## src/rtl/dpll_pkg.sv

```systemverilog
// Shared widths, direction encoding and control-word saturation for the bang-bang DPLL.
package dpll_pkg;

    localparam int CTRL_W_DEF = 20;
    localparam int ACC_W_DEF  = 24;
    localparam int SUM_W      = CTRL_W_DEF + 2;

    localparam logic DIR_UP = 1'b1;
    localparam logic DIR_DN = 1'b0;

    // Two guard bits let the loop sums go negative or above full scale without wrapping.
    function automatic logic [CTRL_W_DEF-1:0] sat_ctrl(input logic signed [SUM_W-1:0] v);
        logic signed [SUM_W-1:0] max_v;
        max_v = $signed({2'b00, {CTRL_W_DEF{1'b1}}});
        if (v[SUM_W-1]) return '0;
        if (v > max_v) return '1;
        return v[CTRL_W_DEF-1:0];
    endfunction

endpackage

```

## src/rtl/dpll_loop_filter.sv

```systemverilog
// Proportional-integral loop filter: turns each phase-detector decision into a saturated control word.
module dpll_loop_filter
    import dpll_pkg::*;
#(
    parameter int KP        = 3000,
    parameter int KI        = 150,
    parameter int CTRL_INIT = 524288
) (
    input  logic                  clk,
    input  logic                  rst,
    input  logic                  upd,
    input  logic                  dir,
    output logic [CTRL_W_DEF-1:0] ctrl_word
);

    localparam logic signed [SUM_W-1:0] KP_S = SUM_W'(KP);
    localparam logic signed [SUM_W-1:0] KI_S = SUM_W'(KI);

    logic [CTRL_W_DEF-1:0]   integ;
    logic [CTRL_W_DEF-1:0]   integ_n;
    logic signed [SUM_W-1:0] integ_ext;
    logic signed [SUM_W-1:0] integ_sum;
    logic signed [SUM_W-1:0] integ_n_ext;
    logic signed [SUM_W-1:0] prop_sum;

    // The proportional kick rides on the already-updated integrator value.
    always_comb begin
        integ_ext   = $signed({2'b00, integ});
        integ_sum   = (dir == DIR_UP) ? integ_ext + KI_S : integ_ext - KI_S;
        integ_n     = sat_ctrl(integ_sum);
        integ_n_ext = $signed({2'b00, integ_n});
        prop_sum    = (dir == DIR_DN) ? integ_n_ext - KP_S : integ_n_ext + KP_S;
    end

    always_ff @(posedge clk or negedge rst) begin
        if (!rst) begin
            integ     <= CTRL_W_DEF'(CTRL_INIT);
            ctrl_word <= CTRL_W_DEF'(CTRL_INIT);
        end else if (upd) begin
            integ     <= integ_n;
            ctrl_word <= sat_ctrl(prop_sum);
        end
    end

endmodule

```

## src/rtl/dpll_core.sv

```systemverilog
// All-digital bang-bang PLL: reference synchronizer, phase detector, PI filter, phase-accumulator DCO, lock detect.
module dpll_core
    import dpll_pkg::*;
#(
    parameter int KP        = 3000,
    parameter int KI        = 150,
    parameter int CTRL_W    = CTRL_W_DEF,
    parameter int ACC_W     = ACC_W_DEF,
    parameter int CTRL_INIT = 524288,
    parameter int LOCK_CNT  = 16
) (
    input  logic              clk,
    input  logic              rst,
    input  logic              ref_in,
    output logic              dco_out,
    output logic              dir,
    output logic              pd_valid,
    output logic [CTRL_W-1:0] ctrl_word,
    output logic              lock
);

    localparam int               CNT_W   = $clog2(LOCK_CNT + 1);
    localparam logic [CNT_W-1:0] CNT_MAX = CNT_W'(LOCK_CNT);

    logic             s1, s2, s3;
    logic             ref_rise;
    logic [ACC_W-1:0] acc;
    logic [CNT_W-1:0] lock_cnt, lock_cnt_n;
    logic             prev_dir;

    assign ref_rise = s2 & ~s3;
    assign dco_out  = acc[ACC_W-1];

    always_ff @(posedge clk or negedge rst) begin
        if (!rst) begin
            s1 <= 1'b0;
            s2 <= 1'b0;
            s3 <= 1'b0;
        end else begin
            s1 <= ref_in;
            s2 <= s1;
            s3 <= s2;
        end
    end

    // A low DCO at the reference edge means its rising edge is still to come: speed up.
    always_ff @(posedge clk or negedge rst) begin
        if (!rst) begin
            dir      <= DIR_DN;
            pd_valid <= 1'b0;
        end else begin
            pd_valid <= ref_rise;
            if (ref_rise) dir <= ~dco_out;
        end
    end

    always_ff @(posedge clk or negedge rst) begin
        if (!rst) acc <= '0;
        else      acc <= acc + ACC_W'(ctrl_word);
    end

    always_comb begin
        lock_cnt_n = '0;
        if (dir != prev_dir) lock_cnt_n = (lock_cnt == CNT_MAX) ? lock_cnt : lock_cnt + 1'b1;
    end

    always_ff @(posedge clk or negedge rst) begin
        if (!rst) begin
            lock_cnt <= '0;
            prev_dir <= DIR_DN;
            lock     <= 1'b0;
        end else if (pd_valid) begin
            lock_cnt <= lock_cnt_n;
            prev_dir <= dir;
            lock     <= (lock_cnt_n == CNT_MAX);
        end
    end

    dpll_loop_filter #(
        .KP        (KP),
        .KI        (KI),
        .CTRL_INIT (CTRL_INIT)
    ) u_lf (
        .clk       (clk),
        .rst       (rst),
        .upd       (pd_valid),
        .dir       (dir),
        .ctrl_word (ctrl_word)
    );

endmodule

```

## config.mk

```make
export PLATFORM = sky130hd
export DESIGN_NAME = dpll_core
export DESIGN_NICKNAME = d
export VERILOG_FILES = /design/src/rtl/dpll_pkg.sv /design/src/rtl/dpll_loop_filter.sv /design/src/rtl/dpll_core.sv
export SDC_FILE = /design/constraint.sdc
export NUM_CORES = 1
export LEC_CHECK = 0
export CAP_MARGIN = 20
export CELL_PAD_IN_SITES_DETAIL_PLACEMENT = 1
export CELL_PAD_IN_SITES_GLOBAL_PLACEMENT = 2
export CORE_MARGIN = 5
export CORE_UTILIZATION = 41
export DETAILED_ROUTE_END_ITERATION = 8
export PLACE_DENSITY = 0.83
export SLEW_MARGIN = 10
export SYNTH_ARGS = -nofsm -noshare
export SYNTH_HDL_FRONTEND = slang
export SYNTH_SLANG_ARGS = --single-unit
```

## constraint.sdc

```tcl
create_clock -name clk -period 11.1 [get_ports clk]
set_input_delay 2.22 -clock clk [delete_from_list [all_inputs] [get_ports clk]]
set_output_delay 2.22 -clock clk [all_outputs]
set_load 0.01 [all_outputs]
```

==> Yosys cells after proc, flatten, opt, wreduce, memory -nomap -nowiden <==
Cells that the tools add are included.
{ "totals": {"ram_bits": 0, "reg_bits": 76, "out_inout_bits": 24, "romBits": 0, "latchBits": 0, "mem_count": 0, "in_bits": 3} }
{ "classes": {"div_mod_pow": 0, "n_eq_ne": 3, "n_mul": 0, "n_reduce_logical": 0, "muxes": 20, "n_addsub": 6, "bitwise_logic": 3, "n_lt_le_gt_ge": 2, "n_shift": 0} }
{ "op_table": {"columns": ["op", "n"], "rows": [
  ["$mux 20", 8],
  ["$gt 22x21->1 const B", 2],
  ["$mux 22", 2],
  ["$add 24x20->24", 1],
  ["$add 20x12->21 const B", 1],
  ["$add 20x8->21 const B", 1],
  ["$sub 20x12->21 const B", 1],
  ["$sub 20x8->21 const B", 1],
  ["$eq 5x5->1 const B", 2],
  ["$mux 5", 2],
  ["$mux 1", 8],
  ["$add 5x1->5 const B", 1],
  ["$not 1->1", 2],
  ["$and 1x1->1", 1],
  ["$ne 1x1->1", 1]
]} }

==> Logic depth before layout (Yosys ltp) <==
{ "depth": {"word_depth": 15, "ltp_mapped": 19} }

==> By module <==
From an unflattened synthesis, not the netlist that was laid out.
{ "unflattened": {"hier_cells": 636, "hier_area_um2": 5634.2} }
{ "by_module_without_submodules": {"columns": ["mod", "cells_per_inst", "area_per_inst_um2", "instances"], "rows": [
  ["dpll_loop_filter", 417, 3440.8, 1],
  ["dpll_core", 219, 2193.4, 1]
]} }

==> Least setup slack after synthesis <==
No wires, ideal clock.
{ "synth_timing": {"path_type": "reg-to-reg", "startpoint": "register u_lf.integ[11]", "endpoint": "register u_lf.ctrl_word[11]", "synth_period_minus_slack_ns": 3.852, "stages_incl_launch_ff": 19, "setup_ns": 0.124, "n_path_buf": 3, "arrival_time_ns": 3.728, "slack_ns": 7.248, "required_time_ns": 10.976, "cell_sequence": "dfrtp_1 > buf_6 > nor4_4 > nand4b_2 > or3_4 > nor3_2 > buf_2 > clkbuf_1 > nor2_1 > nor2_1 > inv_1 > ha_1 > inv_1 > nor2_1 > or3_1 > a21boi_0 > o22ai_1 > a311oi_1 > o2bb2ai_1"} }
{ "synth_between": {"elab_chain_cells": 15, "word_cells_on_any_way": 22} }
{ "synth_rtl": {"columns": ["element", "line", "text"], "rows": [
  ["start, declared", "dpll_loop_filter.sv:19", "logic [CTRL_W_DEF-1:0] integ;"],
  ["start signal, assigned", "dpll_loop_filter.sv:37", "integ <= CTRL_W_DEF'(CTRL_INIT);"],
  ["start signal, assigned", "dpll_loop_filter.sv:40", "integ <= integ_n;"],
  ["$sub 20x8->21 / $add 20x8->21 (equally long branches)", "dpll_loop_filter.sv:29", "integ_sum = (dir == DIR_UP) ? integ_ext + KI_S : integ_ext - KI_S;"],
  ["$mux 22 *", "dpll_loop_filter.sv:29", null],
  ["$gt 22x21->1", "dpll_pkg.sv:16", "if (v > max_v) return '1;"],
  ["$mux 1 (2 in a row)", "dpll_pkg.sv:16", null],
  ["$mux 20", "dpll_pkg.sv:17", "return v[CTRL_W_DEF-1:0];"],
  ["$mux 20 *", "dpll_pkg.sv:16", null],
  ["named net u_lf.integ_n[3]", "dpll_loop_filter.sv:20", "logic [CTRL_W_DEF-1:0] integ_n;"],
  ["$sub 20x12->21 / $add 20x12->21 (equally long branches)", "dpll_loop_filter.sv:32", "prop_sum = (dir == DIR_DN) ? integ_n_ext - KP_S : integ_n_ext + KP_S;"],
  ["$mux 22 *", "dpll_loop_filter.sv:32", null],
  ["$gt 22x21->1", "dpll_pkg.sv:16", null],
  ["$mux 1 (2 in a row)", "dpll_pkg.sv:16", null],
  ["$mux 1", "dpll_loop_filter.sv:39", "end else if (upd) begin"],
  ["$mux 20", "dpll_pkg.sv:17", null],
  ["$mux 20 *", "dpll_pkg.sv:16", null],
  ["end signal, assigned", "dpll_loop_filter.sv:38", "ctrl_word <= CTRL_W_DEF'(CTRL_INIT);"],
  ["end signal, assigned", "dpll_loop_filter.sv:41", "ctrl_word <= sat_ctrl(prop_sum);"],
  ["end, declared", "dpll_loop_filter.sv:13", "output logic [CTRL_W_DEF-1:0] ctrl_word"]
]} }
Mark *: on every way through the listed nets, which the timed path passes. The rest lies on a longest branch. The select of a mux whose other input is x is not followed.
A chain may end at the register's enable or synchronous reset.

==> Worst setup path in the final report <==
{ "layout_timing": {"startpoint": "register dir", "endpoint": "register u_lf.ctrl_word[11]"} }
{ "layout_between": {"elab_chain_cells": 14, "word_cells_on_any_way": 20} }
{ "layout_rtl": {"columns": ["element", "line", "text"], "rows": [
  ["start, declared", "dpll_core.sv:16", "output logic dir,"],
  ["start signal, assigned", "dpll_core.sv:53", "if (ref_rise) dir <= ~dco_out;"],
  ["$mux 22 *", "dpll_loop_filter.sv:29", null],
  ["$gt 22x21->1", "dpll_pkg.sv:16", null],
  ["$mux 1 (2 in a row)", "dpll_pkg.sv:16", null],
  ["$mux 20", "dpll_pkg.sv:17", null],
  ["$mux 20 *", "dpll_pkg.sv:16", null],
  ["named net u_lf.integ_n[3]", "dpll_loop_filter.sv:20", null],
  ["$sub 20x12->21 / $add 20x12->21 (equally long branches)", "dpll_loop_filter.sv:32", null],
  ["$mux 22 *", "dpll_loop_filter.sv:32", null],
  ["$gt 22x21->1", "dpll_pkg.sv:16", null],
  ["$mux 1 (2 in a row)", "dpll_pkg.sv:16", null],
  ["$mux 1", "dpll_loop_filter.sv:39", null],
  ["$mux 20", "dpll_pkg.sv:17", null],
  ["$mux 20 *", "dpll_pkg.sv:16", null]
]} }
Marked as above.

==> reports/qor_table.md <==
| Item | Reported | Unit |
|---|---|---|
| Antenna fix cells | 0 | - |
| Cells after Synth | 633 | - |
| First-pass GRT wire length | 25600 | um |
| Fin crit period | 4.22 | ns |
| Placement row count | 42 | - |
| Final period util | 38.0 | % |
| Final Cell Area | 6220 | um2 |
| Max stage delay cell, worst path | sky130_fd_sc_hd__or3_1 | - |
| Ratio of cells with drive above 1 in the final layout | 10.2 | % |
| Worst hold slack | 0.349 | ns |
| RSZ-0062 raised after global routing | false | - |
| Number of buffers added to fix hold violations after cts | 0 | - |
| FF-to-FF path depth | 17 | - |
| Library cell used as clock root buffer | sky130_fd_sc_hd__clkbuf_16 | - |
| Number of pins with negative max-slew slack in the final report | 0 | - |
| Largest vdd supply drop | 0.147 | mV |
| I/O pin count | 27 | - |
| Remaining design rule violation count | 0 | - |
| Portion of synthesized cell area occupied by the leading cell type | 33.1 | % |
| Final #Nets | 671 | - |
| Peak Freq | 237 | MHz |
| Synthesis-to-finish area growth | 11.4 | % |
| Dominant cell type by area after synthesis | sky130_fd_sc_hd__dfrtp_1 | - |
| GP Congestion | 0.874 | - |
| Clock tree from TritonCTS | built | - |
| Antenna violation net count after detailed routing | 0 | - |
| Setup total negative slack | 0 | ns |
| Portion of total power attributed to sequential cells | 24.6 | % |
| Flip-flop cell with the highest count after synthesis | sky130_fd_sc_hd__dfrtp_1 | - |
| Cell types occupying the most area after synthesis | sky130_fd_sc_hd__dfrtp_1, sky130_fd_sc_hd__ha_1, sky130_fd_sc_hd__nor2_1, sky130_fd_sc_hd__xnor2_1, sky130_fd_sc_hd__a21oi_1 | - |
| Arrival time worst endpoint | 4.42 | ns |
| Total of warnings raised by yosys | 0 | - |
| Internal Power | 1.13 | mW |
| Reg-to-reg setup timing slack | 6.88 | ns |
| Number of vias per cell after detailed routing | 5.71 | - |
| Effective utilization at floorplan | 42.0 | % |
| Worst clock skew on the final layout | 0.00759 | ns |
| Clock transition time at the flip-flop clock pins of the worst setup and hold paths | 0.06 | ns |
| Final number of hold-violating endpoints | 0 | - |
| Vias in the first global route | 4939 | - |
| Sequential share of the synthesized area | 34.1 | % |
| Start-to-end type of the worst setup path | flop to flop | - |
| Fraction of power spent switching nets | 48.2 | % |
| Cell breakdown of the critical path | buf_4, nor3_4, nand4b_2, or3_4, nor3_2, buf_4, nor2_1, nor2_1, inv_1, ha_1, inv_1, nor2_1, or3_1, a21boi_0, o22ai_1, a311oi_1, o2bb2ai_1 | - |
| Maximum number of pins on one net before global-route repair | 77 | - |
| Static leakage | 2.60 | nW |
| Total of endpoints with negative setup slack in the final report | 0 | - |
| Number of synthesized flops with an enable pin | 0 | - |
| Synthesized area per cell | 8.83 | um2 |
| Hold crit path type | flop to flop | - |
| Average routed wire per standard cell | 18.5 | um |
| End point of the most critical hold path | s2 | - |
| Number of buffers added for setup after CTS | 0 | - |
| Routed via count | 4691 | - |
| Outcome | completed | - |
| Synthesized area | 5590 | um2 |
| Top cells by count, synth | sky130_fd_sc_hd__dfrtp_1, sky130_fd_sc_hd__nor2_1, sky130_fd_sc_hd__nand2_1 | - |
| Mapped Nets | 663 | - |
| Overall die height | 127 | um |
| Switching power of the nets | 1.05 | mW |
| Destination of the worst register-to-register timing path | u_lf.ctrl_word[11] | - |
| Number of detailed-route iterations in the first pass | 4 | - |
| Number of distinct library cell variants in the gate-level netlist after synthesis | 78 | - |
| Register bit count reported by yosys | 76 | - |
| Pwr Density | 350 | nW/um2 |
| Cell area after placement | 5920 | um2 |
| Clk_lat worst skew | 0.34 | ns |
| Post-CTS resize count | 0 | - |
| Required time worst endpoint | 11.29 | ns |
| Clock buffer depth | 2 | - |
| Part of the power in combinational logic | 62.6 | % |
| Number of antenna violations at the first check in global routing | 0 | - |
| Launching element type of the critical path | flop | - |
| Worst Setup End Kind | flop | - |
| Largest driver fanout on the critical path | 38 | - |
| Core Area | 13300 | um2 |
| Number of max-cap violations | 0 | - |
| Total Routing Usage GR | 19.3 | % |
| Die span in x | 127 | um |
| Reg-to-Reg Start | dir | - |
| Fraction of power consumed by the clock network | 12.7 | % |
| I/O Buffers | 26 | - |
| Sum of overflow across all layers after global routing | 0 | - |
| Starting DRC count in detailed routing | 217 | - |
| Max-Slew Margin vs Limit | 27.6 | % |
| Stage delay of the slowest cell on the critical path | 0.40 | ns |
| Hold Path Origin | s1 | - |
| Post-detailed-routing wire length | 15200 | um |
| Overall die area | 16100 | um2 |
| Ys async rst share | 100 | % |
| Fin util | 46.8 | % |
| Count of cells along the worst hold path | 0 | - |
| HPWL after detailed placement | 11000 | um |
| Most frequent cell after synthesis | sky130_fd_sc_hd__dfrtp_1 | - |
| Total clock buffers created by CTS | 9 | - |
| Actual slew at the worst max-slew pin | 1.08 | ns |
| Count of H-tree levels built during CTS | 3 | - |
| Cell occurring most often along the worst timing path | sky130_fd_sc_hd__nor2_1 | - |
| Clk sinks | 76 | - |
## layout by cell type (no fill, tap or decap), drive strengths merged, types with 5 or more instances in the layout
| cell type | count |
|---|---|
| nor3 | 21 |
| mux2 | 14 |
| clkdlybuf4s50 | 25 |
| nor2 | 65 |
| buf | 6 |
| o2bb2ai | 13 |
| o21ai | 32 |
| xor2 | 17 |
| a211oi | 9 |
| o21a | 6 |
| a21boi | 10 |
| mux2i | 7 |
| a21o | 10 |
| a21oi | 39 |
| o31ai | 9 |
| clkbuf | 12 |
| or2 | 7 |
| nor2b | 5 |
| a31oi | 5 |
| ha | 26 |
| nand2b | 8 |
| inv | 31 |
| and2 | 6 |
| and3 | 8 |
| dfrtp | 74 |
| nand3 | 23 |
| o211ai | 9 |
| xnor2 | 25 |
| o22ai | 8 |
| nand2 | 50 |
| or3 | 10 |
## cells by family after synthesis
group,count (synthesis),share of synthesized area (%)
mux,21,4.08
simple gates,224,21.1
xor+xnor,42,6.58
buf+inv,65,5.17
compound gates,178,22.8
flops,76,34.1
fa+ha+maj,27,6.18
## worst max-delay path: cells and delay by family (launching register included)
family,cells,cell delay (ns)
AOI/OAI and AO/OA,4,0.94
adders and majority gates,1,0.23
buffers and inverters,4,0.72
DFF,1,0.36
and+or+nand+nor,8,1.82
## metrics by stage
step                      instances  worst slack (ns)  total power, mW
after floorplan                 633              7.25             1.53
after global placement          805              7.05             1.84
after detailed placement        805              6.92             1.88
after CTS                       821              6.90             2.18
after global routing            822              6.57             2.37
final                           822              6.88             2.18
## state kept, by name, indices dropped and copies added, names as in the netlist
name / count
s1: 1
lock: 1
pd_valid: 1
s2: 1
dir: 1
s3: 1
prev_dir: 1
u_lf.integ: 20
lock_cnt: 5
acc: 24
u_lf.ctrl_word: 20
## power groups by stage
stage,Clock (mW),Sequential (mW),Combinational (mW)
after floorplan,0,0.470,1.06
after global placement,0,0.534,1.30
after detailed placement,0,0.538,1.34
after CTS,0.282,0.536,1.36
after global routing,0.295,0.557,1.52
final,0.277,0.536,1.36
## final cells by class
| cell class | count | area [um2] |
|---|---|---|
| tap | 176 | 220 |
| timing repair buffer | 31 | 315 |
| clock buffer | 12 | 246 |
| sequential | 76 | 1900 |
| multi-input combinational | 492 | 3390 |
| fill | 1537 | 7070 |
| inverter | 31 | 116 |
| clock inverter | 4 | 25.0 |
## worst max-delay path by stage
stage                    from                 end  slack, ns  cells after the start
2_1_floorplan  u_lf.integ[11]  u_lf.ctrl_word[11]       7.25                     18
3_3_place_gp              dir  u_lf.ctrl_word[11]       7.05                     17
3_5_place_dp              dir  u_lf.ctrl_word[11]       6.92                     17
4_1_cts                   dir  u_lf.ctrl_word[11]       6.90                     17
5_1_grt                   dir  u_lf.ctrl_word[11]       6.57                     17
6_report                  dir  u_lf.ctrl_word[11]       6.88                     17
## layer usage
| metal | track usage, % | vias up | share of wire (%) |
|---|---|---|---|
| met5 | 0 | - | 0 |
| met3 | 2.19 | 15 | 2.2 |
| met2 | 30.5 | 62 | 46 |
| li1 | - | 2300 | - |
| met1 | 28.3 | 2314 | 51 |
| met4 | 4.79 | 0 | 1.1 |
Note: power is estimated with default switching activity, not from simulation.
